File: config.mk
export PLATFORM = sky130hd
export DESIGN_NAME = ysyx_22050243_lsu_ctrl_flat
export DESIGN_NICKNAME = d
export VERILOG_FILES = /design/src/rtl/ysyx_22050243_lsu_ctrl_pkg.sv /design/src/rtl/ysyx_22050243_lsu_ctrl_if.sv /design/src/rtl/ysyx_22050243_lsu_ctrl_load_ext.sv /design/src/rtl/ysyx_22050243_lsu_ctrl.sv /design/src/flat_wrapper.sv
export SDC_FILE = /design/constraint.sdc
export NUM_CORES = 1
export LEC_CHECK = 0
export ABC_AREA = 1
export CORE_MARGIN = 2
export CORE_UTILIZATION = 35
export CTS_CLUSTER_SIZE = 40
export DETAILED_ROUTE_END_ITERATION = 16
export SLEW_MARGIN = 30
export SYNTH_ARGS = -nofsm -noshare
export SYNTH_HDL_FRONTEND = slang
export SYNTH_SLANG_ARGS = --single-unit
File: constraint.sdc
create_clock -name clk -period 2.2 [get_ports clk]
set_input_delay 0.22 -clock clk [delete_from_list [all_inputs] [get_ports clk]]
set_output_delay 0.22 -clock clk [all_outputs]
set_load 0.02 [all_outputs]
File: src/rtl/ysyx_22050243_lsu_ctrl_pkg.sv
// Shared definitions for the MEM-stage load/store controller: funct3 codes,
// FSM states and byte-mask helpers.
package ysyx_22050243_lsu_pkg;

    localparam logic [2:0] F3_LB  = 3'b000;
    localparam logic [2:0] F3_LH  = 3'b001;
    localparam logic [2:0] F3_LW  = 3'b010;
    localparam logic [2:0] F3_LD  = 3'b011;
    localparam logic [2:0] F3_LBU = 3'b100;
    localparam logic [2:0] F3_LHU = 3'b101;
    localparam logic [2:0] F3_LWU = 3'b110;
    localparam logic [2:0] F3_SB  = 3'b000;
    localparam logic [2:0] F3_SH  = 3'b001;
    localparam logic [2:0] F3_SW  = 3'b010;
    localparam logic [2:0] F3_SD  = 3'b011;

    typedef enum logic [1:0] {
        ST_IDLE      = 2'd0,
        ST_REQ       = 2'd1,
        ST_WAIT_RESP = 2'd2,
        ST_DONE      = 2'd3
    } lsu_state_e;

    // Byte-enable pattern for an access of 1/2/4/8 bytes at lane 0.
    function automatic logic [7:0] size_mask(input logic [1:0] size);
        case (size)
            2'b00:   size_mask = 8'h01;
            2'b01:   size_mask = 8'h03;
            2'b10:   size_mask = 8'h0F;
            default: size_mask = 8'hFF;
        endcase
    endfunction

    // Low address bits that must be zero for a naturally aligned access.
    function automatic logic [2:0] align_mask(input logic [1:0] size);
        case (size)
            2'b00:   align_mask = 3'b000;
            2'b01:   align_mask = 3'b001;
            2'b10:   align_mask = 3'b011;
            default: align_mask = 3'b111;
        endcase
    endfunction

endpackage

File: src/rtl/ysyx_22050243_lsu_ctrl_if.sv
// Data-memory bus between the load/store controller (master) and memory (slave).
interface ysyx_22050243_lsu_ctrl_if #(
    parameter int WIDTH = 64
);
    logic             bus_req_valid;
    logic             bus_req_ready;
    logic             bus_req_we;
    logic [WIDTH-1:0] bus_addr;
    logic [7:0]       bus_wstrb;
    logic [WIDTH-1:0] bus_wdata;
    logic             bus_resp_valid;
    logic             bus_resp_ready;
    logic             bus_resp_err;
    logic [WIDTH-1:0] bus_rdata;

    modport master (
        output bus_req_valid, bus_req_we, bus_addr, bus_wstrb, bus_wdata, bus_resp_ready,
        input  bus_req_ready, bus_resp_valid, bus_resp_err, bus_rdata
    );

    modport slave (
        input  bus_req_valid, bus_req_we, bus_addr, bus_wstrb, bus_wdata, bus_resp_ready,
        output bus_req_ready, bus_resp_valid, bus_resp_err, bus_rdata
    );
endinterface

File: src/rtl/ysyx_22050243_lsu_ctrl_load_ext.sv
// Load-data aligner: moves the addressed lane down to bit 0, then sign- or
// zero-extends according to the load funct3.
module ysyx_22050243_load_ext
    import ysyx_22050243_lsu_pkg::*;
#(
    parameter int WIDTH = 64
) (
    input  logic [WIDTH-1:0] rdata,
    input  logic [2:0]       offset,
    input  logic [2:0]       funct3,
    output logic [WIDTH-1:0] ext
);
    logic [WIDTH-1:0] shifted_s;

    // Lane shift followed by width-dependent extension.
    always_comb begin
        shifted_s = rdata >> {offset, 3'b000};
        case (funct3)
            F3_LB:   ext = {{(WIDTH-8){shifted_s[7]}},   shifted_s[7:0]};
            F3_LH:   ext = {{(WIDTH-16){shifted_s[15]}}, shifted_s[15:0]};
            F3_LW:   ext = {{(WIDTH-32){shifted_s[31]}}, shifted_s[31:0]};
            F3_LD:   ext = shifted_s;
            F3_LBU:  ext = {{(WIDTH-8){1'b0}},  shifted_s[7:0]};
            F3_LHU:  ext = {{(WIDTH-16){1'b0}}, shifted_s[15:0]};
            F3_LWU:  ext = {{(WIDTH-32){1'b0}}, shifted_s[31:0]};
            default: ext = {WIDTH{1'b0}};
        endcase
    end
endmodule

File: src/rtl/ysyx_22050243_lsu_ctrl.sv
// MEM-stage load/store controller: one operation at a time over a valid/ready bus.
// Optional response watchdog enabled by YSYX_22050243_LSU_TIMEOUT_EN.
module ysyx_22050243_lsu_ctrl
    import ysyx_22050243_lsu_pkg::*;
#(
    parameter int WIDTH       = 64,
    parameter int TIMEOUT_CYC = 255
) (
    input  logic                     clk,
    input  logic                     rst_n,
    input  logic                     in_valid,
    output logic                     in_ready,
    input  logic                     mem_r,
    input  logic                     mem_w,
    input  logic [2:0]               funct3,
    input  logic [WIDTH-1:0]         addr,
    input  logic [WIDTH-1:0]         wdata,
    ysyx_22050243_lsu_ctrl_if.master bus,
    output logic                     out_valid,
    input  logic                     out_ready,
    output logic [WIDTH-1:0]         out_rdata,
    output logic                     out_err,
    output logic                     stall
);
    if (WIDTH != 64) begin : g_width_chk
        $error("ysyx_22050243_lsu_ctrl supports WIDTH = 64 only");
    end
    if ((TIMEOUT_CYC < 1) || (TIMEOUT_CYC > 255)) begin : g_tmo_chk
        $error("ysyx_22050243_lsu_ctrl TIMEOUT_CYC must fit the 8-bit watchdog");
    end

    lsu_state_e       state_r, state_next_s;
    logic [2:0]       f3_r, off_r;
    logic             we_r;
    logic [2:0]       offset_s, amask_s;
    logic [7:0]       strb_s;
    logic             op_s, illegal_s, misalign_s, bad_s, tmo_s, res_err_s;
    logic [WIDTH-1:0] ext_s, res_rdata_s;

    ysyx_22050243_load_ext #(.WIDTH(WIDTH)) u_load_ext (
        .rdata  (bus.bus_rdata),
        .offset (off_r),
        .funct3 (f3_r),
        .ext    (ext_s)
    );

    // Decode the incoming operation: legality, alignment and byte-lane placement.
    always_comb begin
        offset_s   = addr[2:0];
        amask_s    = align_mask(funct3[1:0]);
        strb_s     = size_mask(funct3[1:0]) << offset_s;
        op_s       = in_valid && (mem_r || mem_w);
        illegal_s  = (mem_r && mem_w) || (mem_r && (funct3 == 3'b111)) ||
                     (mem_w && !(funct3 inside {F3_SB, F3_SH, F3_SW, F3_SD}));
        misalign_s = |(offset_s & amask_s);
        bad_s      = illegal_s || misalign_s;
    end

`ifdef YSYX_22050243_LSU_TIMEOUT_EN
    logic [7:0] tmo_cnt_r;

    // Watchdog: counts response-less cycles spent in WAIT_RESP; zero elsewhere.
    always_ff @(posedge clk or negedge rst_n) begin
        if (!rst_n) begin
            tmo_cnt_r <= 8'd0;
        end else if (state_r != ST_WAIT_RESP) begin
            tmo_cnt_r <= 8'd0;
        end else if (!bus.bus_resp_valid) begin
            tmo_cnt_r <= tmo_cnt_r + 8'd1;
        end
    end

    assign tmo_s = (state_r == ST_WAIT_RESP) && !bus.bus_resp_valid &&
                   (tmo_cnt_r == 8'(TIMEOUT_CYC - 1));
`else
    assign tmo_s = 1'b0;
`endif

    // Next-state logic.
    always_comb begin
        state_next_s = state_r;
        case (state_r)
            ST_IDLE: begin
                if (op_s) begin
                    state_next_s = bad_s ? ST_DONE : ST_REQ;
                end else begin
                    state_next_s = ST_IDLE;
                end
            end
            ST_REQ: begin
                if (bus.bus_req_ready) state_next_s = ST_WAIT_RESP;
                else                   state_next_s = ST_REQ;
            end
            ST_WAIT_RESP: begin
                if (bus.bus_resp_valid || tmo_s) state_next_s = ST_DONE;
                else                             state_next_s = ST_WAIT_RESP;
            end
            ST_DONE: begin
                if (out_ready) state_next_s = ST_IDLE;
                else           state_next_s = ST_DONE;
            end
            default: state_next_s = ST_IDLE;
        endcase
    end

    // Result to be latched on entry to DONE; errors and stores return zero data.
    always_comb begin
        res_rdata_s = {WIDTH{1'b0}};
        res_err_s   = 1'b0;
        if (state_r == ST_IDLE) begin
            res_err_s = bad_s;
        end else if (tmo_s || bus.bus_resp_err) begin
            res_err_s = 1'b1;
        end else if (!we_r) begin
            res_rdata_s = ext_s;
        end else begin
            res_rdata_s = {WIDTH{1'b0}};
        end
    end

    // State register and state-decoded handshake outputs, registered from next state.
    always_ff @(posedge clk or negedge rst_n) begin
        if (!rst_n) begin
            state_r            <= ST_IDLE;
            in_ready           <= 1'b1;
            stall              <= 1'b0;
            bus.bus_req_valid  <= 1'b0;
            bus.bus_resp_ready <= 1'b0;
            out_valid          <= 1'b0;
        end else begin
            state_r            <= state_next_s;
            in_ready           <= (state_next_s == ST_IDLE);
            stall              <= (state_next_s != ST_IDLE);
            bus.bus_req_valid  <= (state_next_s == ST_REQ);
            bus.bus_resp_ready <= (state_next_s == ST_WAIT_RESP);
            out_valid          <= (state_next_s == ST_DONE);
        end
    end

    // Operation latch; request fields are only loaded for legal operations and stay put until the next one.
    always_ff @(posedge clk or negedge rst_n) begin
        if (!rst_n) begin
            f3_r          <= 3'b000;
            off_r         <= 3'b000;
            we_r          <= 1'b0;
            bus.bus_req_we <= 1'b0;
            bus.bus_addr  <= {WIDTH{1'b0}};
            bus.bus_wstrb <= 8'h00;
            bus.bus_wdata <= {WIDTH{1'b0}};
        end else if ((state_r == ST_IDLE) && op_s) begin
            f3_r  <= funct3;
            off_r <= offset_s;
            we_r  <= mem_w;
            if (!bad_s) begin
                bus.bus_req_we <= mem_w;
                bus.bus_addr   <= {addr[WIDTH-1:3], 3'b000};
                bus.bus_wstrb  <= mem_w ? strb_s : 8'h00;
                bus.bus_wdata  <= wdata << {offset_s, 3'b000};
            end
        end
    end

    // Result registers change only on entry to DONE.
    always_ff @(posedge clk or negedge rst_n) begin
        if (!rst_n) begin
            out_rdata <= {WIDTH{1'b0}};
            out_err   <= 1'b0;
        end else if ((state_next_s == ST_DONE) && (state_r != ST_DONE)) begin
            out_rdata <= res_rdata_s;
            out_err   <= res_err_s;
        end
    end
endmodule
File: src/flat_wrapper.sv
// flat-port wrapper written by rule: the top's interface ports become plain ports
module ysyx_22050243_lsu_ctrl_flat import ysyx_22050243_lsu_pkg::*;
#(
    parameter int WIDTH       = 64,
    parameter int TIMEOUT_CYC = 255
)
  (clk, rst_n, in_valid, in_ready, mem_r, mem_w, funct3, addr, wdata, out_valid, out_ready, out_rdata, out_err, stall, bus_bus_req_valid, bus_bus_req_we, bus_bus_addr, bus_bus_wstrb, bus_bus_wdata, bus_bus_resp_ready, bus_bus_req_ready, bus_bus_resp_valid, bus_bus_resp_err, bus_bus_rdata);
  ysyx_22050243_lsu_ctrl_if #(.WIDTH(WIDTH)) bus_i ();
  input  logic clk;
  input  logic rst_n;
  input  logic in_valid;
  output logic in_ready;
  input  logic mem_r;
  input  logic mem_w;
  input  logic [2:0] funct3;
  input  logic [WIDTH-1:0] addr;
  input  logic [WIDTH-1:0] wdata;
  output logic out_valid;
  input  logic out_ready;
  output logic [WIDTH-1:0] out_rdata;
  output logic out_err;
  output logic stall;
  output wire logic [$bits(bus_i.bus_req_valid)-1:0] bus_bus_req_valid;
  output wire logic [$bits(bus_i.bus_req_we)-1:0] bus_bus_req_we;
  output wire logic [$bits(bus_i.bus_addr)-1:0] bus_bus_addr;
  output wire logic [$bits(bus_i.bus_wstrb)-1:0] bus_bus_wstrb;
  output wire logic [$bits(bus_i.bus_wdata)-1:0] bus_bus_wdata;
  output wire logic [$bits(bus_i.bus_resp_ready)-1:0] bus_bus_resp_ready;
  input wire logic [$bits(bus_i.bus_req_ready)-1:0] bus_bus_req_ready;
  input wire logic [$bits(bus_i.bus_resp_valid)-1:0] bus_bus_resp_valid;
  input wire logic [$bits(bus_i.bus_resp_err)-1:0] bus_bus_resp_err;
  input wire logic [$bits(bus_i.bus_rdata)-1:0] bus_bus_rdata;
  assign bus_bus_req_valid = bus_i.bus_req_valid;
  assign bus_bus_req_we = bus_i.bus_req_we;
  assign bus_bus_addr = bus_i.bus_addr;
  assign bus_bus_wstrb = bus_i.bus_wstrb;
  assign bus_bus_wdata = bus_i.bus_wdata;
  assign bus_bus_resp_ready = bus_i.bus_resp_ready;
  assign bus_i.bus_req_ready = bus_bus_req_ready;
  assign bus_i.bus_resp_valid = bus_bus_resp_valid;
  assign bus_i.bus_resp_err = bus_bus_resp_err;
  assign bus_i.bus_rdata = bus_bus_rdata;
  ysyx_22050243_lsu_ctrl #(.WIDTH(WIDTH), .TIMEOUT_CYC(TIMEOUT_CYC)) u_core (.clk(clk), .rst_n(rst_n), .in_valid(in_valid), .in_ready(in_ready), .mem_r(mem_r), .mem_w(mem_w), .funct3(funct3), .addr(addr), .wdata(wdata), .bus(bus_i), .out_valid(out_valid), .out_ready(out_ready), .out_rdata(out_rdata), .out_err(out_err), .stall(stall));
endmodule
After elaboration in Yosys (flattened, before gate mapping) --
Index checks and enable logic that the tools add are counted.
Cells by class: eq/ne operators 19, shift operators 3, muxes and demuxes 15, bitwise logic cells 2, reduce and logical (&&, ||, !) cells 20
Operator list (number):
- one-hot mux 64 bit (7 select lines) | 1
- 2-to-1 mux 64 bit | 3
- << shifter 64 x 6 -> 64 bit | 1
- >> shifter 64 x 6 -> 64 bit | 1
- one-hot mux 8 bit (3 select lines) | 1
- == test 3 x 2 -> 1 bit, second input constant | 4
- == test 3 bit, second input constant | 4
- == test 2 bit, second input constant | 5
- one-hot mux 3 bit (3 select lines) | 1
- 2-to-1 mux 2 bit | 4
- 2-to-1 mux 8 bit | 1
- one-hot mux 2 bit (4 select lines) | 1
- << shifter 8 x 3 -> 8 bit | 1
- == test 2 x 1 -> 1 bit, second input constant | 3
- == test 3 x 1 -> 1 bit, second input constant | 2
- logical AND 1 bit | 6
- logical NOT 2 bit | 3
- logical NOT 3 bit | 2
- logical OR 1 bit | 4
- nonzero test 4 bit | 1
- AND 3 bit | 1
- 2-to-1 mux 1 bit | 3
- OR reduction 3 bit | 1
- != test 2 bit, second input constant | 1
- 4 further kinds | 4
Storage, ports and cells: register bits after elaboration 213, output and inout port bits 207, word-level logic and storage cells 74

Longest topological paths before layout --
word-level depth 11, mapped depth 13, mapped depth without buffers 11

Hierarchy --
From an unflattened synthesis, not the netlist that was laid out.
Second synthesis, totals: cell total of the unflattened synthesis 1893, area total of the unflattened synthesis 12851.1 µm²
By module, submodules not included:
- ysyx_22050243_lsu_ctrl | times used 1, cells each 1386, area each 10416.2 µm², sequential area each 5331.4 µm²
- ysyx_22050243_load_ext | times used 1, cells each 507, area each 2434.8 µm², sequential area each 0.0 µm²

Worst setup path after synthesis --
OpenSTA, ideal clock, no wires.
path type flip-flop to flip-flop, start point reg u_core.state_r[1], end point reg u_core.out_rdata[48], library setup time 0.116 ns, arrival time 1.479 ns, data required time 2.084 ns, path slack 0.605 ns, cell stages (with the launch flop) 11, buffers on the path 2, period minus slack after synthesis 1.595 ns, path through dfrtp_1 nor2_2 o211ai_2 inv_2 nand2_2 nand2_4 nand3_2 buf_6 buf_4 nand2_1 nand2_1
On the way: word-level cells in the longest chain between the ends 4, elaborated cells between the ends (all ways) 9, those cells by class eq/ne: 5; mux: 2; reduce/logical: 2
RTL lines:
- from (decl) | line ysyx_22050243_lsu_ctrl.sv:32 | lsu_state_e state_r, state_next_s;
- from (signal assigned) | line ysyx_22050243_lsu_ctrl.sv:131 | state_r <= state_next_s;
- == test 2 bit, or another cell as far along | line ysyx_22050243_lsu_ctrl.sv:82 | case (state_r)
- one-hot mux 2 bit (4 select lines) * | line ysyx_22050243_lsu_ctrl.sv:82
- named net u_core.state_next_s[1] | line ysyx_22050243_lsu_ctrl.sv:32
- == test 2 bit * | line ysyx_22050243_lsu_ctrl.sv:168 | end else if ((state_next_s == ST_DONE) && (state_r != ST_DONE)) begin
- logical AND 1 bit * | line ysyx_22050243_lsu_ctrl.sv:168
- to (signal assigned) | line ysyx_22050243_lsu_ctrl.sv:166 | out_rdata <= {WIDTH{1'b0}};
- to (signal assigned) | line ysyx_22050243_lsu_ctrl.sv:169 | out_rdata <= res_rdata_s;
- to (decl) | line ysyx_22050243_lsu_ctrl.sv:21 | output logic [WIDTH-1:0] out_rdata,
Mark *: on every way through the listed nets, which the timed path passes. The rest lies on a longest branch. A chain may end at the register's enable or synchronous reset.

Worst setup path in the final report --
start point reg u_core.off_r[0], end point reg u_core.out_rdata[16]
On the way: word-level cells in the longest chain between the ends 5
RTL lines:
- from (decl) | line ysyx_22050243_lsu_ctrl.sv:33 | logic [2:0] f3_r, off_r;
- from (signal assigned) | line ysyx_22050243_lsu_ctrl.sv:152 | off_r <= offset_s;
- >> shifter 64 x 6 -> 64 bit | line ysyx_22050243_lsu_ctrl_load_ext.sv:17 | shifted_s = rdata >> {offset, 3'b000};
- one-hot mux 64 bit (7 select lines) | line ysyx_22050243_lsu_ctrl_load_ext.sv:18 | case (funct3)
- 2-to-1 mux 64 bit | line ysyx_22050243_lsu_ctrl.sv:114 | end else if (!we_r) begin
- 2-to-1 mux 64 bit | line ysyx_22050243_lsu_ctrl.sv:112 | end else if (tmo_s || bus.bus_resp_err) begin
- 2-to-1 mux 64 bit | line ysyx_22050243_lsu_ctrl.sv:110 | if (state_r == ST_IDLE) begin
Every way passes these cells.

==> flow_metrics.py <==
metrics = {
    "outcome": {
        "status": "finished, final reports clean",
    },
    "clocking": {
        "ctsHoldBuffers": 1,
        "path_clk_slew_ns": 0.06,
        "cts_root_buffer": "clkbuf_16",
        "clk_latency_ns": 0.53,
        "numCtsBuffers": 25,
        "tritoncts": "done",
        "cts_setup_buffers": 0,
        "cts_buffer_depth": 3,
        "h-tree-depth": 1,
        "clock-sinks": 213,
        "cts-resized-gates": 0,
    },
    "sta": {
        "setup_tns_ns": 0,
        "relSlewSlack_pct": 62.7,
        "clock_skew_ns": 0.00933,
        "min_period_ns": 1.88,
        "setup_viol": 0,
        "slew_violations": 0,
        "period_share_pct": 85.6,
        "worstMarginPinSlew_ns": 0.559,
        "worst_slack_ns": 0.316,
        "fmax_ghz": 0.531,
        "hold_viol_final": 0,
        "grt_setup_unrepaired": "no",
    },
    "power": {
        "power.total_mw": 23.3,
        "p_int_mw": 13.1,
        "p_comb_share_pct": 53.7,
        "powerDensity_mw_per_mm2": 1340,
        "ir_drop_mv": 0.655,
        "total_leakage_power_nw": 8.24,
        "clkPwrFrac_pct": 18.0,
        "swShare_pct": 43.5,
        "p_seq_share_pct": 28.4,
        "p_switching_mw": 10.1,
    },
    "placed_design": {
        "dpl.hpwl_um": 33800,
        "gp_congestion": 0.913,
        "pre_cts_ws_ns": 0.0806,
        "portBuffers": 407,
    },
    "synth": {
        "ys.flop_type": "dfrtp_1",
        "ys_seq_area_share_pct": 45.0,
        "ys_seq_elements": 213,
        "synth_cells": 1671,
        "synth.avg_cell_area_um2": 7.09,
        "synth.area.top_cells": "dfrtp_1 (45%), nand2_1 (25%), o21ai_0 (6.8%), nand3_1 (3.9%), buf_2 (2.6%)",
        "ys_warn_count": 0,
        "netlist_area_mm2": 0.0119,
        "synthArstFlopShare_pct": 100,
        "synth_top_cell_by_area": "dfrtp_1",
        "synth_cell_types": 36,
        "yosysTopAreaCellShare_pct": 44.8,
        "synth-edff-count": 0,
    },
    "setup_path": {
        "crit_path_end_kind": "flip-flop",
        "slowest_delay_ns": 0.43,
        "cp.arrival_ns": 2.30,
        "crit_slowest_cell": "dfrtp_2",
        "criticalPathCategory": "flip-flop to flip-flop",
        "critPathLaunchType": "flip-flop",
        "path_max_fanout": 68,
        "cp_cell_sequence": "inv_2 > buf_12 > o21ai_0 > nand2_1 > o21ai_0 > o21ai_0 > nand2_1 > nand2_1 > nand2_1",
        "crit_top_cell": "nand2_1",
        "r2r_slack_ns": 0.32,
        "cp.required_ns": 2.62,
    },
    "layout": {
        "final_cell_mix": "nand2_1 (775), clkdlybuf4s50_1 (405), dfrtp_1 (211)",
        "drive_gt1_share_pct": 5.66,
        "postLayoutCoreUtil_pct": 51.8,
        "syn_to_final_growth_pct": 46.2,
        "nets": 2235,
        "layout_commonest_cell": "nand2_1",
    },
    "global_route": {
        "grt_overflow": 0,
        "grt_use_total_pct": 24.9,
        "antenna_found_initial": 4,
        "grt_pass1_wl_um": 69400,
        "grt_max_degree": 93,
        "grt_pass1_vias": 12200,
    },
    "route": {
        "routedWlPerCell_um": 18.0,
        "drtAntennaViolNets": 0,
        "vias": 12600,
        "drt_first_pass_iters": 7,
        "viasPerCell": 5.03,
        "route.detailed.drc": 0,
        "drt_wl_total_um": 44900,
        "drtIter0Drc": 672,
    },
    "die": {
        "start_util_pct": 35.4,
        "fp.dieArea_mm2": 0.0354,
        "rows": 67,
        "core_area_mm2": 0.0334,
        "dieWidth_um": 188,
        "pin_count": 411,
        "die_y_um": 188,
    },
    "min_path": {
        "hold_path.class": "input port to flip-flop",
    },
    "flow_run": {
        "cap_violations": 0,
    },
}
state kept, by name (all words and copies together), names as in the netlist, 2 cells and up:
register              cells
u_core.bus.bus_wdata     64
u_core.f3_r               3
u_core.state_r            2
u_core.bus.bus_wstrb      8
u_core.off_r              3
u_core.bus.bus_addr      61
u_core.out_rdata         64
cells by family (layout without fill, tap and decap cells):
group / Yosys count / count (layout) / share of synthesized area (%)
buffers and inverters: 191 / 566 / 7.40
AOI/OAI and AO/OA: 294 / 294 / 13.9
other: 1 / 6 / 0.0316
and+or+nand+nor: 965 / 965 / 33.1
muxes: 7 / 7 / 0.591
DFF: 213 / 213 / 45.0
path summary, 6_finish.rpt:
| check | depth (start not counted) | startpoint | end |
|---|---|---|---|
| hold reg to reg | 2 | u_core.bus.bus_addr[15] | u_core.bus.bus_addr[15] |
| min in group asynchronous | 2 | rst_n | u_core.out_rdata[8] |
| setup / recovery | 9 | u_core.off_r[0] | u_core.out_rdata[16] |
| setup reg to reg | 9 | u_core.off_r[0] | u_core.out_rdata[16] |
| max in group asynchronous | 3 | rst_n | u_core.bus.bus_addr[12] |
| hold / removal | 3 | addr[0] | u_core.off_r[0] |
Yosys cell counts, drive strengths merged, types with 5 or more instances:
cell type  instances
a21oi             35
a31oi             17
buf               88
clkbuf            39
dfrtp            212
inv               63
mux2i              7
nand2            778
nand3             97
nand4             41
nor2              42
o211ai            36
o21ai            184
o311ai             5
o31ai             10
metrics by stage:
step | area [um2] | hold WS, ns | std cells
after floorplan | 11900 | -0.0756 | 1673
after global placement | 16500 | 0.216 | 2451
after detailed placement | 16500 | 0.221 | 2451
after CTS | 17300 | 0.164 | 2496
after global routing | 17300 | 0.190 | 2497
final | 17300 | 0.163 | 2499
layer usage:
layer | track usage, % | share of wire (%) | up-vias
li1 | - | - | 6159
met1 | 29.1 | 39 | 5879
met2 | 42.8 | 48 | 438
met3 | 7.06 | 8.3 | 83
met4 | 10.4 | 4.3 | 0
met5 | 0 | 0 | -
cell type report:
type                       count  area, um2
clock buffer                  37        721
clock inverter                 7       95.1
tap                          448        561
sequential                   213       5330
antenna                        3       7.51
fill                        3256      16100
timing repair buffer         458       4710
multi-input combinational   1269       5660
inverter                      64        243
power groups by stage:
stage | clock (mW) | combinational (mW) | sequential [mW]
2_1_floorplan | 0 | 5.01 | 8.32
3_3_place_gp | 0 | 12.5 | 6.62
3_5_place_dp | 0 | 12.5 | 6.63
4_1_cts | 4.30 | 12.6 | 6.61
5_1_grt | 4.43 | 13.6 | 6.80
6_report | 4.18 | 12.5 | 6.60
worst max-delay path, delay by kind of cell (launching register included):
family	cells	cell delay, ns
flops	1	0.43
simple gates	4	0.32
compound gates	3	0.53
buf+inv	2	0.47
Power figures use the tool's default switching activity.
